==> config.mk <==
export PLATFORM = sky130hd
export DESIGN_NAME = load_wb_sequencer
export DESIGN_NICKNAME = d
export VERILOG_FILES = /design/src/rtl/load_wb_sequencer.sv
export SDC_FILE = /design/constraint.sdc
export NUM_CORES = 1
export LEC_CHECK = 0
export CAP_MARGIN = 20
export CORE_UTILIZATION = 40
export DETAILED_ROUTE_END_ITERATION = 10
export GPL_TIMING_DRIVEN = 0
export PLACE_DENSITY = 0.65
export SLEW_MARGIN = 10
export SYNTH_ARGS = -nofsm -noshare
export SYNTH_HDL_FRONTEND = slang
export SYNTH_SLANG_ARGS = --single-unit
==> constraint.sdc <==
create_clock -name clk -period 1.6 [get_ports clk]
set_input_delay 0.32 -clock clk [delete_from_list [all_inputs] [get_ports clk]]
set_output_delay 0.32 -clock clk [all_outputs]
set_load 0.02 [all_outputs]
==> src/rtl/load_wb_sequencer.sv <==
// Writeback sequencer: takes one request from the main control unit, runs the load read/wait/MDR
// strobe when needed, then pulses reg_wr/done for one cycle with a registered, held wb_sel.
module load_wb_sequencer #(
  parameter int MEM_LAT = 2
) (
  input  logic       clk,
  input  logic       reset,
  input  logic       start,
  input  logic [2:0] wb_class,
  input  logic [2:0] funct3,
  input  logic       slt_true,
  input  logic [4:0] rd,
  output logic       mem_rd,
  output logic       mdr_load,
  output logic [3:0] wb_sel,
  output logic       reg_wr,
  output logic [4:0] wb_rd,
  output logic       busy,
  output logic       done,
  output logic       illegal
);

  localparam logic [3:0] LAT_M1 = 4'(MEM_LAT - 1);

  localparam logic [2:0] CLS_ALU   = 3'd0;
  localparam logic [2:0] CLS_LOAD  = 3'd1;
  localparam logic [2:0] CLS_SLT   = 3'd2;
  localparam logic [2:0] CLS_LINK  = 3'd3;
  localparam logic [2:0] CLS_SHIFT = 3'd4;

  typedef enum logic [2:0] {
    S_IDLE,
    S_MEM_WAIT,
    S_MDR_LOAD,
    S_WRITE,
    S_ERR
  } state_t;

  state_t     r_state;
  state_t     w_next;
  logic [3:0] r_cnt;
  logic [3:0] w_cnt_nxt;
  logic [2:0] r_cls;
  logic [2:0] r_f3;
  logic       r_slt;
  logic [4:0] r_rd;
  logic [3:0] r_wb_sel;
  logic [3:0] w_sel_nxt;
  logic       w_req_valid;
  logic       w_accept;

  function automatic logic [3:0] sel_of(input logic [2:0] cls, input logic [2:0] f3,
                                        input logic slt);
    logic [3:0] s;
    s = 4'b0000;
    case (cls)
      CLS_ALU:   s = 4'b0000;
      CLS_LOAD: begin
        case (f3)
          3'b000:  s = 4'b0110;
          3'b001:  s = 4'b0111;
          3'b010:  s = 4'b1000;
          3'b011:  s = 4'b0101;
          3'b100:  s = 4'b1001;
          3'b101:  s = 4'b1010;
          3'b110:  s = 4'b1011;
          default: s = 4'b0000;
        endcase
      end
      CLS_SLT:   s = slt ? 4'b0010 : 4'b0011;
      CLS_LINK:  s = 4'b0100;
      CLS_SHIFT: s = 4'b1100;
      default:   s = 4'b0000;
    endcase
    return s;
  endfunction

  // Classes 5..7 and the reserved load width are rejected at acceptance time.
  always_comb begin
    w_req_valid = 1'b0;
    if (wb_class == CLS_LOAD) w_req_valid = (funct3 != 3'b111);
    else if (wb_class <= CLS_SHIFT) w_req_valid = 1'b1;
  end

  assign w_accept = (r_state == S_IDLE) && start;

  always_comb begin
    w_next    = r_state;
    w_cnt_nxt = r_cnt;
    w_sel_nxt = r_wb_sel;
    case (r_state)
      S_IDLE: begin
        if (start) begin
          if (!w_req_valid) begin
            w_next = S_ERR;
          end else if (wb_class == CLS_LOAD) begin
            w_next    = S_MEM_WAIT;
            w_cnt_nxt = LAT_M1;
          end else begin
            w_next    = S_WRITE;
            w_sel_nxt = sel_of(wb_class, funct3, slt_true);
          end
        end
      end
      S_MEM_WAIT: begin
        if (r_cnt == 4'd0) begin
          w_next    = S_MDR_LOAD;
          w_sel_nxt = sel_of(r_cls, r_f3, r_slt);
        end else begin
          w_cnt_nxt = r_cnt - 4'd1;
        end
      end
      S_MDR_LOAD: w_next = S_WRITE;
      S_WRITE:    w_next = S_IDLE;
      S_ERR:      w_next = S_IDLE;
      default:    w_next = S_IDLE;
    endcase
  end

  always_ff @(posedge clk or posedge reset) begin
    if (reset) begin
      r_state  <= S_IDLE;
      r_cnt    <= 4'd0;
      r_wb_sel <= 4'b0000;
    end else begin
      r_state  <= w_next;
      r_cnt    <= w_cnt_nxt;
      r_wb_sel <= w_sel_nxt;
    end
  end

  always_ff @(posedge clk or posedge reset) begin
    if (reset) begin
      r_cls <= 3'd0;
      r_f3  <= 3'd0;
      r_slt <= 1'b0;
      r_rd  <= 5'd0;
    end else if (w_accept) begin
      r_cls <= wb_class;
      r_f3  <= funct3;
      r_slt <= slt_true;
      r_rd  <= rd;
    end
  end

  // Moore outputs only: nothing here sees start, so reg_wr has no path from it.
  always_comb begin
    mem_rd   = 1'b0;
    mdr_load = 1'b0;
    reg_wr   = 1'b0;
    done     = 1'b0;
    illegal  = 1'b0;
    busy     = (r_state != S_IDLE);
    case (r_state)
      S_MEM_WAIT: mem_rd = (r_cnt == LAT_M1);
      S_MDR_LOAD: mdr_load = 1'b1;
      S_WRITE: begin
        done   = 1'b1;
        reg_wr = (r_rd != 5'd0);
      end
      S_ERR: begin
        done    = 1'b1;
        illegal = 1'b1;
      end
      default: ;
    endcase
  end

  assign wb_sel = r_wb_sel;
  assign wb_rd  = r_rd;

endmodule

Yosys cells after proc, flatten, opt, wreduce, memory -nomap -nowiden. Index checks and enable logic that the tools add are counted. W data, S select, Z words.

Logic and storage cells: 73. Input bits: 15. Register bits after elaboration: 23. Output and inout bits: 15.

Reduce and logical (&&, ||, !) cells: 11. Muxes and demuxes: 27. Equality and inequality tests: 26. Add/sub/neg operators: 1. Magnitude comparators: 1.

Operators by type and width (count): $mux W4 (8); $pmux W4 S7 (1); $eq A3 B2 Y1 const B (8); $eq A3 B3 Y1 const B (6); $pmux W4 S2 (2); $pmux W4 S4 (1); $eq A3 B1 Y1 const B (4); $pmux W4 S3 (1); $ne A2 B2 Y1 const B (5); $reduce_and A5 Y1 (2); $mux W1 (9); $mux W3 (3); $pmux W3 S3 (1); $logic_not A3 Y1 (2); $reduce_bool A5 Y1 (1); $eq A4 B1 Y1 const B (1); $logic_not A4 Y1 (1); $sub A4 B1 Y4 const B (1); $le A3 B3 Y1 const B (1); $ne A3 B3 Y1 const B (1); $reduce_bool A3 Y1 (1); $mux W2 (1); $ne A2 B1 Y1 const B (1); $reduce_and A2 Y1 (1); other kinds (3) (3).

Longest topological paths before layout. Gate-level depths: netlist (run 1).

Depth after elaboration: 6. Gate-level depth with buffers: 6.

Worst setup path after synthesis (run 1). OpenSTA, ideal clock, no wires.

Path type: register to output. Start point: register r_state[2]. End point: output port mem_rd. Data arrival time: 1781 ps. Data required time: 1280 ps. Cell stages (with the launch flop): 5. Setup slack: -501 ps. Path through: dfrtp_1 > buf_6 > or3b_4 > buf_6 > nor4b_1.

Word-level cells in the longest chain between the ends: 2.

RTL lines: from (decl) (RTL line 39) `state_t r_state;`; from (signal assigned) (RTL line 126) `r_state <= w_next;`; $eq A3 B1 Y1 (RTL line 154) `case (r_state)`; $mux W1 (RTL line 154); to (decl) (RTL line 13) `output logic mem_rd,`.

Every way passes these cells.

Worst setup path after layout (run 1). Same ends and word-level chain as after synthesis.

==> results.yml, run 1 <==
timing:
  rsz0062_at_grt: "yes"
  tightestPinTransition_ns: 0.9100
  relSlewSlack_pct: 39.27
  fmax_mhz: 483.9
  finalWorstSetupSlack_ns: -0.4666
  setup_violations: 24
  finalHoldViolations: 0
  fin_crit_sh_pct: 129.2
  tns_ns: -4.120
  finalClockSkew_ns: 0.003844
  report.final.slew_viol_count: 0
  post-route-min-period_ns: 2.067
synth:
  synth.area.mux_share_pct: 9.298
  synth_top_family_by_area: "simple AND/OR/NAND/NOR gates"
  synthSimpleGateAreaFrac_pct: 20.02
  synth_compound_area_share_pct: 17.08
  ys_ff_latch: 23
  syn_area_sq_um: 1319
  async_flop_share_pct: 100.0
  synth_cells: 125
  synth_xor_area_share_pct: 1.328
  ys.flop_type: "dfrtp_1"
  synth_fp_nets: 143
  synth_edf_count: 0
  yosysWarnings: 0
  synth_area_per_cell_sq_um: 10.55
  synth_cell_types: 44
  yosys.area_share.adder_pct: 2.846
  seq_area_frac_synth_pct: 43.64
placed_design:
  gp_congestion: 0.8021
  place_area_sq_um: 1687
  dp_hpwl_um: 2090
  place_inst: 197
  dpl_worst_slack_ns: -0.6450
  portBuffers: 28
finish:
  synthToLayoutAreaGrowth_pct: 64.71
  antennaDiodeCount: 0
  drive_gt1_share_pct: 43.39
  fin_area_sq_um: 2172
  utilization_pct: 70.00
  instances_no_fill: 233
  final_nets: 208
global_route:
  first_global_vias: 1200
  grt_pass1_wl_um: 5713
  track_usage_pct: 21.97
  globalRouteOverflowTotal: 0
  grt_max_degree: 24
  antenna_found_initial: 0
power_and_ir_drop:
  switchingPower_uw: 1773
  intPower_uw: 2596
  seq_power_share_pct: 26.5
  swShare_pct: 40.58
  clockPowerShare_pct: 6.4
  p_comb_share_pct: 67.0
  p_per_area_nw_per_um2: 2012
  leakagePower_uw: 0.0009654
  ir_worst_vdd_uv: 1005
routing:
  vias_per_cell: 5.335
  route.detailed.drc: 0
  num_vias: 1243
  first_pass_iters: 4
  wl_per_cell_um: 16.14
  postRouteAntennaNets: 0
  dr.first_iter.drc_count: 54
  routed_wl_um: 3760
hold_path:
  hold_depth: 3
  hp-class: "in2reg"
setup_path:
  setup.worst_path.start_class: "flop"
  crit_path_end_kind: "primary output"
  r2r-start: "r_state[2]"
  crit_required_ns: 1.28
  cp_cell_sequence: "buf_6, or3b_4, buf_8, nor4b_4, buf_4"
  crit_end: "mem_rd"
  critPathLaunch: "r_state[2]"
  cp_slowest_cell: "dfrtp_1"
  r2r_cells: 7
  critPathKind: "reg2out"
  crit_path_max_fanout: 4
  slowest_delay_ns: 0.40
  r2r_end: "r_cnt[2]"
  worstPathArrival_ns: 1.75
  reg2reg_slack_ns: -0.21
floorplanning:
  die_area_sq_um: 3531
  chipHeight_um: 59.42
  core_region_area_sq_um: 3103
  die_x_um: 59.42
  ios: 30
  rows: 20
  start_util_pct: 42.50
clock_network:
  cts_root_buf: "clkbuf_4"
  htree_levels: 1
  cts_hold_buffers: 0
  clkTransAtPathRegs_ns: 0.12
  cts_buffers: 3
  clockBufferDepth: 2
  numClockSinks: 23
  clock_latency_ns: 0.32
  cts_tree: "built"
status:
  outcome: "finished with violations"
  failed_checks: "setup timing"
flow_run:
  max-cap-violations: 0
## stage by stage
stage          power (uW)  hold WS (ns)
2_1_floorplan        2403        0.3219
3_3_place_gp         2991        0.5009
3_5_place_dp         3051        0.5027
4_1_cts              3980        0.3585
5_1_grt              4625        0.3865
6_report             4370        0.3764
## power by group through the flow
stage / Sequential [uW] / Combinational [uW] / Clock (uW)
after floorplan: 1220 / 1180 / 0
after global placement: 1130 / 1870 / 0
after detailed placement: 1140 / 1910 / 0
after CTS: 1130 / 2570 / 282
after global routing: 1190 / 3120 / 315
final: 1160 / 2930 / 281
## cell usage after synthesis, drive strengths merged (2+ instances only)
master | count | area, sq um
o211ai | 2 | 15.01
nor4b | 2 | 32.53
or4 | 3 | 26.27
a21oi | 9 | 45.04
dfrtp | 23 | 575.6
a22o | 2 | 17.52
nand2b | 6 | 37.54
ha | 3 | 37.54
inv | 7 | 26.28
o21ai | 6 | 30.03
nor2 | 9 | 33.78
mux2 | 10 | 112.6
nand2 | 3 | 11.26
nor3b | 4 | 30.03
nor3 | 3 | 15.01
a21o | 2 | 15.01
buf | 5 | 46.29
a31oi | 3 | 18.77
nand3b | 2 | 15.01
## final cells by class
class | instances | area, sq um
Timing Repair Buffer | 61 | 589.3
Inverter | 7 | 26.28
Tap cell | 44 | 55.05
Multi-Input combinational cell | 89 | 843.3
Buffer | 5 | 56.30
Sequential cell | 23 | 575.6
Clock buffer | 4 | 26.28
Fill cell | 236 | 930.9
## placed cells by master, fill, tap and decap left out, drive strengths merged, types with 6 or more instances in the layout
cell           instances
buf                   43
dfrtp                 23
clkdlybuf4s50         13
mux2                  10
dlygate4sd2            9
a21oi                  9
nor2                   9
inv                    7
nand2b                 6
o21ai                  6
## worst max-delay path: cells and delay by family, from the launching register on
family                 cells  cell delay [ns]
buffers and inverters      3             0.44
flip-flops                 1             0.40
AND/OR/NAND/NOR            2             0.59
## logic make-up after synthesis
family | Yosys count
and+or+nand+nor | 40
AOI/OAI and AO/OA | 33
DFF | 23
buffers and inverters | 13
muxes | 11
adders and majority gates | 3
xor gates and xnor gates | 2
## worst min-delay path by stage
stage                            to         from  slack (ns)
after floorplan            r_cls[0]        reset        0.32
after global placement        r_slt        r_slt        0.50
after detailed placement  wb_sel[2]    wb_sel[2]        0.50
after CTS                  r_cls[1]  wb_class[1]        0.36
after global routing       r_cls[1]  wb_class[1]        0.39
final                      r_cls[1]  wb_class[1]        0.38
## timing repair
item	in CTS	in global routing
setup buffers	22	10
gates resized for setup	82	17
cloned	1	0
pin swaps	18	9
setup endpoints to repair	35	28
## registers in the layout, summed over array words and instances (netlist names)
name     count
r_cls        3
r_state      3
r_slt        1
wb_rd        5
r_f3         3
r_cnt        4
wb_sel       4
## layer usage
metal	track usage [%]	vias up	share of wire [%]
li1	-	588	-
met1	28.59	598	43
met2	35.63	48	51
met3	3.712	9	4.3
met4	9.864	0	2.1
met5	0	-	0
No activity file was read; power rests on OpenSTA's default activity.
==> run 2, diff against run 1 <==
--- a/config.mk
+++ b/config.mk
@@ -10,6 +10,7 @@
 export DETAILED_ROUTE_END_ITERATION = 10
 export GPL_TIMING_DRIVEN = 0
 export PLACE_DENSITY = 0.65
+export SKIP_CTS_REPAIR_TIMING = 1
 export SLEW_MARGIN = 10
 export SYNTH_ARGS = -nofsm -noshare
 export SYNTH_HDL_FRONTEND = slang
==> results.yml, run 2 (synthesized netlist as in run 1, its figures left out) <==
power_and_ir_drop:
  total_power_uw: 3754
  leakagePower_uw: 0.0009193
  swShare_pct: 40.26
  seq_power_share_pct: 30.3
  p_comb_share_pct: 62.2
  intPower_uw: 2243
  switchingPower_uw: 1512
  clockPowerShare_pct: 7.5
  p_per_area_nw_per_um2: 1922
  ir_worst_vdd_uv: 936.9
timing:
  rsz0062_at_grt: "yes"
  post-route-min-period_ns: 2.083
  finalWorstSetupSlack_ns: -0.4834
  finalHoldViolations: 0
  finalClockSkew_ns: 0.004211
  report.final.slew_viol_count: 0
  tns_ns: -3.658
  tightestPinTransition_ns: 0.8992
  fmax_mhz: 480.0
  fin_crit_sh_pct: 130.2
  setup_violations: 18
  relSlewSlack_pct: 39.99
clock_network:
  clockBufferDepth: 2
  cts_tree: "built"
  htree_levels: 1
  numClockSinks: 23
  clock_latency_ns: 0.32
  cts_buffers: 3
  clkTransAtPathRegs_ns: 0.13
  cts_root_buf: "clkbuf_4"
global_route:
  track_usage_pct: 18.55
  use_met2_pct: 29.70
  globalRouteOverflowTotal: 0
  antenna_found_initial: 0
  busiest_layer: "met2"
  grtUsageMet3_pct: 2.402
  grt_pass1_wl_um: 4850
  met1_usage_pct: 25.00
  first_global_vias: 1049
  grt_max_degree: 24
hold_path:
  hp-class: "in2reg"
status:
  outcome: "finished with violations"
  failed_checks: "setup timing"
finish:
  fin_area_sq_um: 1953
  drive_gt1_share_pct: 31.61
  largest_reg_flops: 5
  final_cell_mix: "dfrtp_1 (23), buf_4 (14), clkdlybuf4s50_1 (13)"
  utilization_pct: 62.94
  final_nets: 193
  final_common_cell: "dfrtp_1"
  synthToLayoutAreaGrowth_pct: 48.10
  instances_no_fill: 218
  antennaDiodeCount: 0
routing:
  postRouteAntennaNets: 0
  num_vias: 1146
  routed_wl_um: 3178
  vias_per_cell: 5.257
  first_pass_iters: 4
  route.detailed.drc: 0
  dr.first_iter.drc_count: 39
  wl_per_cell_um: 14.58
setup_path:
  crit_path_end_kind: "primary output"
  slowest_delay_ns: 0.40
  crit_required_ns: 1.28
  setup.worst_path.start_class: "flop"
  worstPathArrival_ns: 1.76
  path_delay_family: "simple AND/OR/NAND/NOR gates"
  cp_cell_sequence: "buf_6, or3b_4, buf_8, nor4b_4, buf_4"
  crit_path_max_fanout: 9
  critPathKind: "reg2out"
  critPathBufInv: 3
  cp_slowest_cell: "dfrtp_1"
placed_design:
  gp_congestion: 0.8021
  portBuffers: 28
  place_area_sq_um: 1687
  place_inst: 197
  dp_hpwl_um: 2090
floorplanning:
  ios: 30
  die_area_sq_um: 3531
  rows: 20
  die_x_um: 59.42
  chipHeight_um: 59.42
  start_util_pct: 42.50
  core_region_area_sq_um: 3103
flow_run:
  max-cap-violations: 0
## run 2: cell types whose count changed in the layout (fill, tap and decap cells not counted), sizes merged
cell	previous run	this run
buf	43	27
clkbuf	5	6
dlygate4sd2	9	0
dlymetal6s2s	0	9
## run 2: area by class of cell
cell class / count / area, sq um
fill: 269 / 1150
inverter: 7 / 26.28
timing repair buffer: 45 / 462.9
buffer: 6 / 67.56
sequential: 23 / 575.6
clock buffer: 4 / 26.28
multi-input combinational: 89 / 739.5
tap: 44 / 55.05
## run 2: metrics by stage
stage / hold WS [ns] / setup WS (ns)
floorplan: 0.3219 / -0.1129
global placement: 0.5009 / -0.6306
detailed placement: 0.5027 / -0.6450
CTS: 0.3761 / -1.022
global route: 0.4071 / -0.5448
finish: 0.3827 / -0.4834
## run 2: final timing paths
path	start	slack (ns)	to	cells after the start
hold reg to reg	wb_sel[2]	0.53	wb_sel[2]	1
setup reg to reg	r_state[2]	-0.44	r_cnt[2]	9
min in group asynchronous	reset	0.49	wb_rd[4]	2
max in group asynchronous	reset	0.56	r_cnt[2]	2
hold / removal	wb_class[1]	0.38	r_cls[1]	3
setup / recovery	r_state[2]	-0.48	mem_rd	5
## run 2: metal layers
metal	wire, um	vias to the layer above
li1	-	553
met1	1529	557
met2	1487	31
met3	106	5
met4	54	0
met5	0	-
## run 2: worst reg2reg max path, stage by stage (launching register included)
cell and delay, ns:
dfrtp_1 0.40, buf_6 0.14, or3b_4 0.39, buf_8 0.14
buf_4 0.13, buf_6 0.11, buf_6 0.11, nor2_4 0.11
o211ai_1 0.18, a21bo_2 0.24
## run 2: power groups by stage
stage               Clock, uW  Sequential, uW  Combinational [uW]
global route              306            1170                2500
global placement            0            1130                1870
floorplan                   0            1220                1180
detailed placement          0            1140                1910
finish                    281            1140                2340
CTS                       282            1130                1920
==> run 3, diff against run 2 <==
--- a/config.mk
+++ b/config.mk
@@ -10,6 +10,7 @@
 export DETAILED_ROUTE_END_ITERATION = 10
 export GPL_TIMING_DRIVEN = 0
 export PLACE_DENSITY = 0.65
+export SETUP_SLACK_MARGIN = 0.5
 export SKIP_CTS_REPAIR_TIMING = 1
 export SLEW_MARGIN = 10
 export SYNTH_ARGS = -nofsm -noshare
==> results.yml, run 3 (synthesized netlist as in run 1, its figures left out) <==
placed_design:
  portBuffers: 28
  dpl_worst_slack_ns: -0.6421
  gp_congestion: 0.7798
  dp_hpwl_um: 2088
power_and_ir_drop:
  ir_worst_vdd_uv: 849.8
  clockPowerShare_pct: 6.3
  leakagePower_uw: 0.0009338
  total_power_uw: 4293
  p_comb_share_pct: 66.2
  intPower_uw: 2567
  p_per_area_nw_per_um2: 2014
  switchingPower_uw: 1726
  seq_power_share_pct: 27.5
  swShare_pct: 40.20
setup_path:
  setup.worst_path.start_class: "flop"
  crit_path_end_kind: "primary output"
  cp_cell_sequence: "buf_6, or3b_4, buf_8, nor4b_4, buf_4"
  slowest_delay_ns: 0.41
  path_delay_family: "simple AND/OR/NAND/NOR gates"
  cp_slowest_cell: "or3b_4"
  critPathBufInv: 3
  worstPathArrival_ns: 1.77
  crit_path_max_fanout: 5
  crit_required_ns: 1.28
  critPathKind: "reg2out"
routing:
  num_vias: 1221
  dr.first_iter.drc_count: 48
  first_pass_iters: 4
  route.detailed.drc: 0
  vias_per_cell: 5.309
  routed_wl_um: 3480
  postRouteAntennaNets: 0
  wl_per_cell_um: 15.13
timing:
  relSlewSlack_pct: 60.26
  fmax_mhz: 478.9
  finalHoldViolations: 0
  setup_violations: 24
  finalWorstSetupSlack_ns: -0.4882
  post-route-min-period_ns: 2.088
  report.final.slew_viol_count: 0
  fin_crit_sh_pct: 130.5
  tightestPinTransition_ns: 0.5935
  finalClockSkew_ns: 0.002929
  rsz0062_at_grt: "yes"
global_route:
  grt_pass1_wl_um: 4616
  grt_max_degree: 24
  globalRouteOverflowTotal: 0
  track_usage_pct: 17.50
  first_global_vias: 1028
  antenna_found_initial: 0
clock_network:
  cts_root_buf: "clkbuf_4"
  htree_levels: 1
  numClockSinks: 23
  cts_buffers: 3
  cts_tree: "built"
  clockBufferDepth: 2
  clkTransAtPathRegs_ns: 0.13
  clock_latency_ns: 0.31
finish:
  multi_input_area_sq_um: 848.3
  largest_reg_flops: 5
  nFillCells: 259
  final_cell_mix: "buf_4 (26), dfrtp_1 (23), buf_6 (21)"
  antennaDiodeCount: 0
  final_nets: 205
  final_common_cell: "buf_4"
  synthToLayoutAreaGrowth_pct: 61.67
  drive_gt1_share_pct: 48.92
  seqCellArea_sq_um: 575.6
  utilization_pct: 68.71
floorplanning:
  die_x_um: 59.42
  chipHeight_um: 59.42
  die_area_sq_um: 3531
  rows: 20
  start_util_pct: 42.50
  core_region_area_sq_um: 3103
  ios: 30
status:
  outcome: "finished with violations"
  failed_checks: "setup timing"
flow_run:
  max-cap-violations: 0
hold_path:
  hp-class: "in2reg"
[run 3: cell types whose count changed in the layout (fill, tap and decap cells not counted), moves of 3 or more]
cell	change
o21ai_0	-4
dlymetal6s2s_1	-9
buf_4	+12
a21oi_1	-3
buf_6	+10
mux2_4	+5
inv_1	-4
inv_2	+3
mux2_2	-5
[run 3: metrics by stage]
step | TNS, ns | cell area [sq um] | std cells | hold WS (ns)
final | -3.929 | 2132 | 230 | 0.3740
after global routing | -5.677 | 2132 | 230 | 0.3705
after CTS | -7.765 | 1775 | 201 | 0.3356
after detailed placement | -10.17 | 1749 | 197 | 0.5047
after global placement | -9.896 | 1749 | 197 | 0.5014
after floorplan | -0.6925 | 1414 | 125 | 0.3219
[run 3: layer usage]
layer / vias to the layer above / global-route usage [%] / wire (um) / share of wire (%)
li1: 581 / - / - / -
met5: - / 0 / 0 / 0
met3: 4 / 2.402 / 65 / 1.9
met2: 18 / 27.61 / 1809 / 52
met4: 0 / 8.163 / 32 / 0.92
met1: 618 / 23.68 / 1572 / 45
[run 3: worst reg2reg max path: cells and delay by family (launching register included)]
family | cells | cell delay (ns)
buffers and inverters | 3 | 0.41
AO/OA/AOI/OAI | 3 | 0.56
flip-flops | 1 | 0.40
AND/OR/NAND/NOR | 1 | 0.41
[run 3: layout make-up]
| type | instances | share of cell area [%] |
|---|---|---|
| multi-input combinational | 89 | 39.79 |
| sequential | 23 | 27.00 |
| timing repair buffer | 57 | 24.77 |
| buffer | 6 | 3.228 |
| tap | 44 | 2.582 |
| inverter | 7 | 1.408 |
| clock buffer | 4 | 1.232 |
[run 3: final timing paths]
path	start	to	slack (ns)	depth (start not counted)
worst max-delay path	r_state[1]	mem_rd	-0.49	5
worst min-delay path	wb_class[1]	r_cls[1]	0.37	3
worst max register to register	r_state[1]	r_cnt[2]	-0.29	7
max in group asynchronous	reset	wb_sel[1]	0.91	2
min in group asynchronous	reset	wb_rd[4]	0.38	2
worst min register to register	r_slt	r_slt	0.54	1
[run 3: power groups by stage]
stage / registers, uW / logic [uW] / clock network, uW
floorplan: 1240 / 1330 / 0
CTS: 1150 / 2050 / 284
finish: 1180 / 2840 / 271
detailed placement: 1160 / 2040 / 0
global placement: 1140 / 2020 / 0
global route: 1220 / 3040 / 314
